## src/rtl/seven_segment_reader.sv

```systemverilog
// Seven-segment monitor: decodes two digit patterns back to a byte, debounces with a
// stability counter, checks the +1 sequence and counts illegal/sequence errors.
module seven_segment_reader #(
  parameter int unsigned STABLE_CNT = 3,
  parameter bit          ACTIVE_LOW = 1'b0
) (
  input  logic       clk,
  input  logic       reset,
  input  logic       s_en,
  input  logic [6:0] Sin1,
  input  logic [6:0] Sin0,
  output logic [7:0] Dout,
  output logic       valid,
  output logic       illegal,
  output logic       seq_err,
  output logic       locked,
  output logic [7:0] err_cnt
);

  localparam int unsigned SEG_W  = 7;
  localparam int unsigned DATA_W = 8;
  localparam int unsigned CNT_W  = 4;

  typedef enum logic [1:0] {
    S_IDLE,
    S_TRACK,
    S_LOCKED
  } state_e;

  // Returns {legal, nibble} for one active-high {g..a} pattern.
  function automatic logic [4:0] seg_decode(input logic [SEG_W-1:0] seg);
    logic [4:0] r;
    case (seg)
      7'h3F: r = 5'h10;
      7'h06: r = 5'h11;
      7'h5B: r = 5'h12;
      7'h4F: r = 5'h13;
      7'h66: r = 5'h14;
      7'h6D: r = 5'h15;
      7'h7D: r = 5'h16;
      7'h07: r = 5'h17;
      7'h7F: r = 5'h18;
      7'h6F: r = 5'h19;
      7'h77: r = 5'h1A;
      7'h7C: r = 5'h1B;
      7'h39: r = 5'h1C;
      7'h5E: r = 5'h1D;
      7'h79: r = 5'h1E;
      7'h71: r = 5'h1F;
      default: r = 5'h00;
    endcase
    return r;
  endfunction

  state_e              state_q, state_d;
  logic [DATA_W-1:0]   cand_q, cand_d;
  logic [CNT_W-1:0]    cnt_q, cnt_d;
  logic [DATA_W-1:0]   dout_q, dout_d;
  logic                have_prev_q, have_prev_d;
  logic                valid_q, valid_d;
  logic                illegal_q, illegal_d;
  logic                seq_err_q, seq_err_d;
  logic [DATA_W-1:0]   err_cnt_q, err_cnt_d;

  logic [SEG_W-1:0]    seg1, seg0;
  logic [4:0]          dec1, dec0;
  logic                legal;
  logic [DATA_W-1:0]   value;
  logic                counted;

  always_comb begin
    seg1  = ACTIVE_LOW ? ~Sin1 : Sin1;
    seg0  = ACTIVE_LOW ? ~Sin0 : Sin0;
    dec1  = seg_decode(seg1);
    dec0  = seg_decode(seg0);
    legal = dec1[4] & dec0[4];
    value = {dec1[3:0], dec0[3:0]};
  end

  always_comb begin
    state_d     = state_q;
    cand_d      = cand_q;
    cnt_d       = cnt_q;
    dout_d      = dout_q;
    have_prev_d = have_prev_q;
    valid_d     = 1'b0;
    illegal_d   = 1'b0;
    seq_err_d   = 1'b0;
    err_cnt_d   = err_cnt_q;
    counted     = 1'b0;

    if (s_en) begin
      unique case (state_q)
        S_IDLE: begin
          if (legal) begin
            cand_d  = value;
            cnt_d   = CNT_W'(1);
            state_d = S_TRACK;
            counted = 1'b1;
          end else begin
            illegal_d = 1'b1;
          end
        end
        S_TRACK: begin
          if (!legal) begin
            state_d   = S_IDLE;
            cnt_d     = '0;
            illegal_d = 1'b1;
          end else if (value == cand_q) begin
            cnt_d   = cnt_q + CNT_W'(1);
            counted = 1'b1;
          end else begin
            cand_d  = value;
            cnt_d   = CNT_W'(1);
            counted = 1'b1;
          end
        end
        S_LOCKED: begin
          if (!legal) begin
            state_d   = S_IDLE;
            cnt_d     = '0;
            illegal_d = 1'b1;
          end else if (value != dout_q) begin
            state_d = S_TRACK;
            cand_d  = value;
            cnt_d   = CNT_W'(1);
            counted = 1'b1;
          end
        end
        default: begin
          state_d = S_IDLE;
          cnt_d   = '0;
        end
      endcase
    end

    // Commit when the candidate's sample count reaches the threshold.
    if (counted && (cnt_d == CNT_W'(STABLE_CNT))) begin
      dout_d      = value;
      valid_d     = 1'b1;
      state_d     = S_LOCKED;
      have_prev_d = 1'b1;
      seq_err_d   = have_prev_q && (value != (dout_q + DATA_W'(1)));
    end

    if ((illegal_d || seq_err_d) && (err_cnt_q != {DATA_W{1'b1}})) begin
      err_cnt_d = err_cnt_q + DATA_W'(1);
    end
  end

  always_ff @(posedge clk or posedge reset) begin
    if (reset) begin
      state_q     <= S_IDLE;
      cand_q      <= '0;
      cnt_q       <= '0;
      dout_q      <= '0;
      have_prev_q <= 1'b0;
      valid_q     <= 1'b0;
      illegal_q   <= 1'b0;
      seq_err_q   <= 1'b0;
      err_cnt_q   <= '0;
    end else begin
      state_q     <= state_d;
      cand_q      <= cand_d;
      cnt_q       <= cnt_d;
      dout_q      <= dout_d;
      have_prev_q <= have_prev_d;
      valid_q     <= valid_d;
      illegal_q   <= illegal_d;
      seq_err_q   <= seq_err_d;
      err_cnt_q   <= err_cnt_d;
    end
  end

  assign Dout    = dout_q;
  assign valid   = valid_q;
  assign illegal = illegal_q;
  assign seq_err = seq_err_q;
  assign locked  = (state_q == S_LOCKED);
  assign err_cnt = err_cnt_q;

endmodule
```

## config.mk

```make
export PLATFORM = sky130hd
export DESIGN_NAME = seven_segment_reader
export DESIGN_NICKNAME = d
export VERILOG_FILES = /design/src/rtl/seven_segment_reader.sv
export SDC_FILE = /design/constraint.sdc
export NUM_CORES = 1
export LEC_CHECK = 0
export ABC_AREA = 1
export CAP_MARGIN = 20
export CORE_MARGIN = 2
export CORE_UTILIZATION = 56
export DETAILED_ROUTE_END_ITERATION = 6
export PLACE_DENSITY = 0.8
export SLEW_MARGIN = 20
export SYNTH_ARGS = -nofsm -noshare
export SYNTH_HDL_FRONTEND = slang
export SYNTH_SLANG_ARGS = --single-unit
export TNS_END_PERCENT = 20
```

## constraint.sdc

```tcl
create_clock -name clk -period 2.2 [get_ports clk]
set_clock_uncertainty 0.05 [all_clocks]
set_input_delay 0.44 -clock clk [delete_from_list [all_inputs] [get_ports clk]]
set_output_delay 0.44 -clock clk [all_outputs]
set_load 0.05 [all_outputs]
```

[Yosys cells after proc, flatten, opt, wreduce, memory -nomap -nowiden]
Cells that the tools add are included.
Word-level totals
  bits of input ports: 17
  word-level logic and storage cells: 103
  bits in registers: 34
Operators by class
  mux-type cells: 32
  bitwise operators: 1
  eq/ne operators: 47
  add/sub/neg operators: 3
  reductions and logical operators: 11
Operators with widths (count)
  7-bit equality test, second input constant: 24
  5-bit one-hot mux with 16 select lines: 2
  8-bit 2-to-1 mux: 5
  7-bit by 3-bit equality test with 1-bit output, second input constant: 4
  7-bit by 6-bit equality test with 1-bit output, second input constant: 4
  4-bit 2-to-1 mux: 6
  8-bit one-hot mux with 3 select lines: 1
  8-bit by 1-bit adder with 8-bit output, second input constant: 2
  8-bit != test: 2
  2-bit 2-to-1 mux: 6
  4-bit one-hot mux with 3 select lines: 1
  1-bit 2-to-1 mux: 9
  8-bit equality test: 1
  8-bit != test, second input constant: 1
  7-bit AND reduction: 1
  2-bit != test, second input constant: 3
  3-bit != test, second input constant: 2
  2-bit one-hot mux with 3 select lines: 1
  4-bit by 1-bit adder with 4-bit output, second input constant: 1
  4-bit by 2-bit equality test with 1-bit output, second input constant: 1
  2-bit by 1-bit != test with 1-bit output, second input constant: 2
  4-bit by 2-bit != test with 1-bit output, second input constant: 1
  4-bit AND reduction: 1
  1-bit logical AND: 3
  10 further kinds: 10

[Longest topological paths before layout]
  depth in word-level cells: 12
  gate-level depth with buffers: 24
  gate-level depth less buffers: 24

[Worst setup path before layout]
OpenSTA, ideal clock, no wires.
  kind: register to register
  start: register state_q[1]
  end: register err_cnt_q[2] (netlist: err_cnt[2])
  data arrival time: 2400 ps
  stages on the path, launching flop included: 16
  data required time: 2030 ps
  path slack: -370 ps
  cells stage by stage: dfrtp_1 inv_1 nor2_1 inv_1 nor2_2 nand3_2 nand2_2 nand2_2 nand3_2 nand2_2 nor2_4 nand4_4 nand2_4 nand2_4 nand2_1 nand2_1
On the way
  cells in the longest elaborated chain, start to end: 8
Ends and longest elaborated chain
  start, declared: RTL line 55  | state_e state_q, state_d;
  start signal, assigned: RTL line 163  | state_q <= state_d;
  2-bit equality test *
  net locked: RTL line 16  | output logic locked,
  4-bit one-hot mux with 3 select lines: RTL line 93  | unique case (state_q)
  4-bit 2-to-1 mux: RTL line 92  | if (s_en) begin
  4-bit by 2-bit equality test with 1-bit output: RTL line 138  | if (counted && (cnt_d == CNT_W'(STABLE_CNT))) begin
  1-bit logical AND: RTL line 138
  1-bit 2-to-1 mux: RTL line 138
  1-bit logical OR *: RTL line 146  | if ((illegal_d || seq_err_d) && (err_cnt_q != {DATA_W{1'b1}})) begin
  1-bit logical AND *: RTL line 146
  end signal, assigned: RTL line 171  | err_cnt_q <= err_cnt_d;
  end, declared: RTL line 63  | logic [DATA_W-1:0] err_cnt_q, err_cnt_d;
The timed path passes the listed nets; every way through them passes the cells marked *.
A chain may end at the register's enable or synchronous reset.

[Worst setup path in the final report]
  start: input port Sin1[4]
  end: register err_cnt_q[5] (netlist: err_cnt[5])
On the way
  cells in the longest elaborated chain, start to end: 12
Ends and longest elaborated chain
  start, declared: RTL line 10  | input logic [6:0] Sin1,
  7-bit equality test, or another cell as far along: RTL line 33  | case (seg)
  5-bit one-hot mux with 16 select lines *: RTL line 33
  8-bit != test / 8-bit equality test (equally long branches): RTL line 123, 109
  4-bit 2-to-1 mux, on equally long branches: RTL line 123, 109
  4-bit 2-to-1 mux, on equally long branches: RTL line 119, 105
  4-bit one-hot mux with 3 select lines: RTL line 93
  4-bit 2-to-1 mux: RTL line 92
  4-bit by 2-bit equality test with 1-bit output: RTL line 138
  1-bit logical AND: RTL line 138
  1-bit 2-to-1 mux: RTL line 138
  1-bit logical OR *: RTL line 146
  1-bit logical AND *: RTL line 146
Mark *: on every way between the ends. The rest lies on a longest branch, timed or not.

==> out/qor.log <==
qor: synthesis.number_of_unique_standard_cell_types_used_by_synthesis 35
qor: place.port_buffers 36
qor: critical_path.cp_num_cells 22
qor: global_route.grt_first_pass_wirelength 13.3 mm
qor: critical_path.combined_buffer_and_inverter_count_along_the_critical_path 2
qor: critical_path.critical_path.slowest_cell sky130_fd_sc_hd__nor3_4
qor: critical_path.critical_path_required 2.34 ns
qor: synthesis.synth_top_cells_by_count sky130_fd_sc_hd__nand2_1, sky130_fd_sc_hd__nor2_1, sky130_fd_sc_hd__inv_1, sky130_fd_sc_hd__dfrtp_1, sky130_fd_sc_hd__nand3_1
qor: clock_network.clockRootBuffer sky130_fd_sc_hd__clkbuf_8
qor: critical_path.critical_path.max_stage_delay 0.20 ns
qor: layout.area_of_the_multi_input_gates 0.00225 mm²
qor: place.gp_congestion 0.907
qor: critical_path.cp_common_cell sky130_fd_sc_hd__nand2_2
qor: layout.nets 555
qor: timing.post-route-worst-setup-slack -0.407 ns
qor: critical_path.critical_path.endpoint_type flop
qor: place.dp_worst_setup_slack -1.05 ns
qor: outcome.failed_checks negative setup slack
qor: timing.worst_slew_margin_rel 0.653
qor: floorplan.die-height 75.9 µm
qor: synthesis.synth_top_area_share 0.294
qor: layout.antenna_cells_inserted 0
qor: clock_network.cts_inserted_buffers 5
qor: critical_path.worst-setup-path-type in -> reg
qor: clock_network.cts_buffer_depth 2
qor: place.hpwlAfterDp 5.32 mm
qor: global_route.grt_start_max_net_pins 13
qor: floorplan.design.die.area 0.00576 mm²
qor: power.ir_drop 832 µV
qor: timing.tightestPinTransition 0.519 ns
qor: clock_network.cts_tree built
qor: floorplan.io-pin-count 37
qor: layout.post_route_cells_drive_above_1_share 0.455
qor: synthesis.synth_flop_cell sky130_fd_sc_hd__dfrtp_1
qor: synthesis.syn_avg_cell_area 6.74 µm²
qor: timing.final_max_slew_viol_count 0
qor: timing.unrepaired_setup_endpoints_after_global_routing true
qor: synthesis.synth-async-reset-ratio 1.00
qor: synthesis.synth.cell_area 0.00290 mm²
qor: clock_network.cts.htree.levels 2
qor: synthesis.synth.most_common_cell sky130_fd_sc_hd__nand2_1
qor: timing.tns -8.06 ns
qor: critical_path.ff2ff_path_depth 12
qor: critical_path.critPathLaunchType input pin
qor: routing.drc 0
qor: timing.fin_crit 2.61 ns
qor: floorplan.core-area 0.00504 mm²
qor: synthesis.synth_nets 450
qor: power.cellLeakagePower 2.24 nW
qor: global_route.first_global_vias 3049
qor: synthesis.ys_seq_area_frac 0.294
qor: flow_run.cap_violations 0
qor: critical_path.critPathArrivalTime 2.75 ns
qor: routing.drtPass1Iterations 5
qor: floorplan.die_width 75.9 µm
qor: timing.hold_viol_final 0
qor: floorplan.floorplan.initialDensity 0.574
qor: global_route.overflow 0
qor: routing.ant_nets 0
qor: synthesis.netlist.top_cell.by_area sky130_fd_sc_hd__dfrtp_1
qor: global_route.grt.total_usage 0.279
qor: layout.final.fill_count 273
qor: routing.vias 3328
qor: clock_network.cts.clk_slew.worst_paths 0.08 ns
qor: critical_path.critical_path_peak_fanout 8
qor: synthesis.post_synth_main_area_contributors sky130_fd_sc_hd__dfrtp_1, sky130_fd_sc_hd__nand2_1, sky130_fd_sc_hd__nor2_1
qor: routing.drt_wl_total 9.40 mm
qor: synthesis.synth_edf_count 0
qor: critical_path.worst_path_dominant_cell_family simple AND/OR/NAND/NOR gates
qor: min_path.timing.hold.worst.class in -> async
qor: routing.dr.first_iter.drc_count 258
qor: layout.final-seq-area 851 µm²
qor: routing.routed_wire_length_per_instance 15.5 µm
qor: clock_network.cts.sink_count 34
qor: floorplan.core.rowCount 26
qor: clock_network.clkLatencyLatePin 0.29 ns
qor: layout.area.growth.synth_to_final 49.7%
qor: global_route.initial_antenna_violation_count 0
qor: timing.max_freq 0.384 GHz
qor: critical_path.critical_path.cell_chain buf_6 > buf_6 > nor3_4 > nand2_2 > nand2_4 > nor2_4 > nand2_2 > nand2_1 > nand2_2 > nand2_2 > nor2_4 > nand3_2 > nand2_2 > nand2_2 > nand3_2 > nand2_2 > nor2_4 > nand4_4 > nand2_8 > nand2_8 > nand2_4 > nand2_2
qor: synthesis.count_of_mapped_cells_out_of_synthesis 430
qor: synthesis.ys_warn_count 0
qor: synthesis.ys_ff_latch 34
qor: routing.via_per_inst 5.49
qor: timing.holdWs 0.408 ns
qor: outcome.outcome complete, but fails checks
qor: power.power_per_cell_area 548 mW/mm²
qor: timing.post-route-period-util 1.19
qor: timing.setup-violations-final 29
==> sequential cells by signal (all words and copies together) (netlist names) <==
| signal | flops |
|---|---|
| Dout | 8 |
| cand_q | 8 |
| cnt_q | 4 |
| err_cnt | 8 |
| have_prev_q | 1 |
| illegal | 1 |
| seq_err | 1 |
| state_q | 2 |
| valid | 1 |
==> worst reg2reg max path: stages (launching register included) <==
cell,delay (ns)
sky130_fd_sc_hd__dfrtp_1,0.47
sky130_fd_sc_hd__ha_1,0.22
sky130_fd_sc_hd__nand2_1,0.09
sky130_fd_sc_hd__nor3b_1,0.30
sky130_fd_sc_hd__xnor2_1,0.21
sky130_fd_sc_hd__nor2_1,0.11
sky130_fd_sc_hd__nand4_1,0.11
sky130_fd_sc_hd__and2_1,0.20
sky130_fd_sc_hd__nand4_4,0.16
sky130_fd_sc_hd__nand2_8,0.15
sky130_fd_sc_hd__nand2_8,0.10
sky130_fd_sc_hd__nand2_4,0.09
sky130_fd_sc_hd__nand2_2,0.05
==> cell usage in the layout, fill, tap and decap left out, types with 2 or more instances in the layout <==
| master | synthesis | layout |
|---|---|---|
| sky130_fd_sc_hd__xnor2_1 | 7 | 7 |
| sky130_fd_sc_hd__inv_4 | 0 | 4 |
| sky130_fd_sc_hd__inv_1 | 43 | 38 |
| sky130_fd_sc_hd__nand2_1 | 149 | 98 |
| sky130_fd_sc_hd__nand2_4 | 4 | 14 |
| sky130_fd_sc_hd__o21ai_0 | 8 | 7 |
| sky130_fd_sc_hd__nand3_1 | 32 | 28 |
| sky130_fd_sc_hd__buf_2 | 0 | 3 |
| sky130_fd_sc_hd__o21ai_1 | 4 | 5 |
| sky130_fd_sc_hd__nand3_2 | 7 | 10 |
| sky130_fd_sc_hd__a21oi_1 | 2 | 2 |
| sky130_fd_sc_hd__clkbuf_8 | 0 | 6 |
| sky130_fd_sc_hd__buf_6 | 1 | 15 |
| sky130_fd_sc_hd__nand2_2 | 26 | 64 |
| sky130_fd_sc_hd__dfrtp_1 | 34 | 34 |
| sky130_fd_sc_hd__xor2_1 | 8 | 8 |
| sky130_fd_sc_hd__nand3b_1 | 8 | 8 |
| sky130_fd_sc_hd__nand3_4 | 1 | 3 |
| sky130_fd_sc_hd__inv_2 | 8 | 8 |
| sky130_fd_sc_hd__nand4_1 | 3 | 3 |
| sky130_fd_sc_hd__ha_1 | 3 | 3 |
| sky130_fd_sc_hd__clkbuf_4 | 0 | 2 |
| sky130_fd_sc_hd__o21ai_2 | 4 | 4 |
| sky130_fd_sc_hd__buf_4 | 1 | 58 |
| sky130_fd_sc_hd__nor2_2 | 9 | 13 |
| sky130_fd_sc_hd__nand2_8 | 0 | 3 |
| sky130_fd_sc_hd__nor2_1 | 46 | 26 |
| sky130_fd_sc_hd__clkdlybuf4s50_1 | 0 | 21 |
| sky130_fd_sc_hd__nor2_4 | 9 | 25 |
| sky130_fd_sc_hd__nor3_4 | 1 | 3 |
==> area by class of cell <==
class                   instances  area share
flip-flops and latches         34       0.196
clock buffers                   6      0.0190
multi-input cells             343       0.518
clock inverters                 2     0.00289
inverters                      52      0.0485
repair buffers                 99       0.195
well taps                      70      0.0202
==> final timing paths <==
check                      slack (ns)                 endpoint                    start
max in group asynchronous        1.13      Dout[6]$_DFFE_PP0P_                    reset
min                              0.41        seq_err$_DFF_PP0_                    reset
min in group clk                 0.44  have_prev_q$_DFFE_PP0P_  have_prev_q$_DFFE_PP0P_
min reg2reg                      0.44  have_prev_q$_DFFE_PP0P_  have_prev_q$_DFFE_PP0P_
max reg2reg                     -0.20   err_cnt[5]$_DFFE_PP0P_      Dout[0]$_DFFE_PP0P_
max                             -0.41   err_cnt[5]$_DFFE_PP0P_                  Sin1[4]
==> where the power goes <==
group / total, W / switching, W / internal [W]
registers: 0.000843 / 0.000126 / 0.000717
logic: 0.00103 / 0.000629 / 0.000402
clock network: 0.000502 / 0.000251 / 0.000252
==> per-stage QoR <==
step / std cells / area (µm²) / utilization / total power [W]
6_report: 606 / 4340 / 0.860 / 0.00238
5_1_grt: 606 / 4340 / 0.860 / 0.00249
4_1_cts: 596 / 4120 / 0.816 / 0.00225
3_5_place_dp: 568 / 3730 / 0.739 / 0.00169
3_3_place_gp: 568 / 3730 / 0.739 / 0.00167
2_1_floorplan: 430 / 3040 / - / 0.00140
==> layer usage <==
layer	vias up	part of all wire	wire length [µm]	track usage
met5	-	0	0	0
met4	0	0.035	325	0.0800
met3	45	0.057	539	0.0369
met2	160	0.52	4930	0.525
met1	1570	0.38	3600	0.331
li1	1553	-	-	-
==> logic make-up after synthesis <==
| family | Yosys count | share of synthesized area |
|---|---|---|
| simple gates | 303 | 0.525 |
| buf+inv | 54 | 0.0739 |
| flops | 34 | 0.294 |
| compound gates | 21 | 0.0488 |
| xor+xnor | 15 | 0.0454 |
| fa+ha+maj | 3 | 0.0130 |
==> timing repair <==
action                     in CTS  in global routing
buffers inserted               19                 10
hold buffers                    0                  0
gates cloned                    1                  0
setup endpoints to repair      33                 31
resized for setup             119                 45
pin swaps                      47                 35
hold endpoints to repair        0                  0
(Power assumes the default switching activity.)
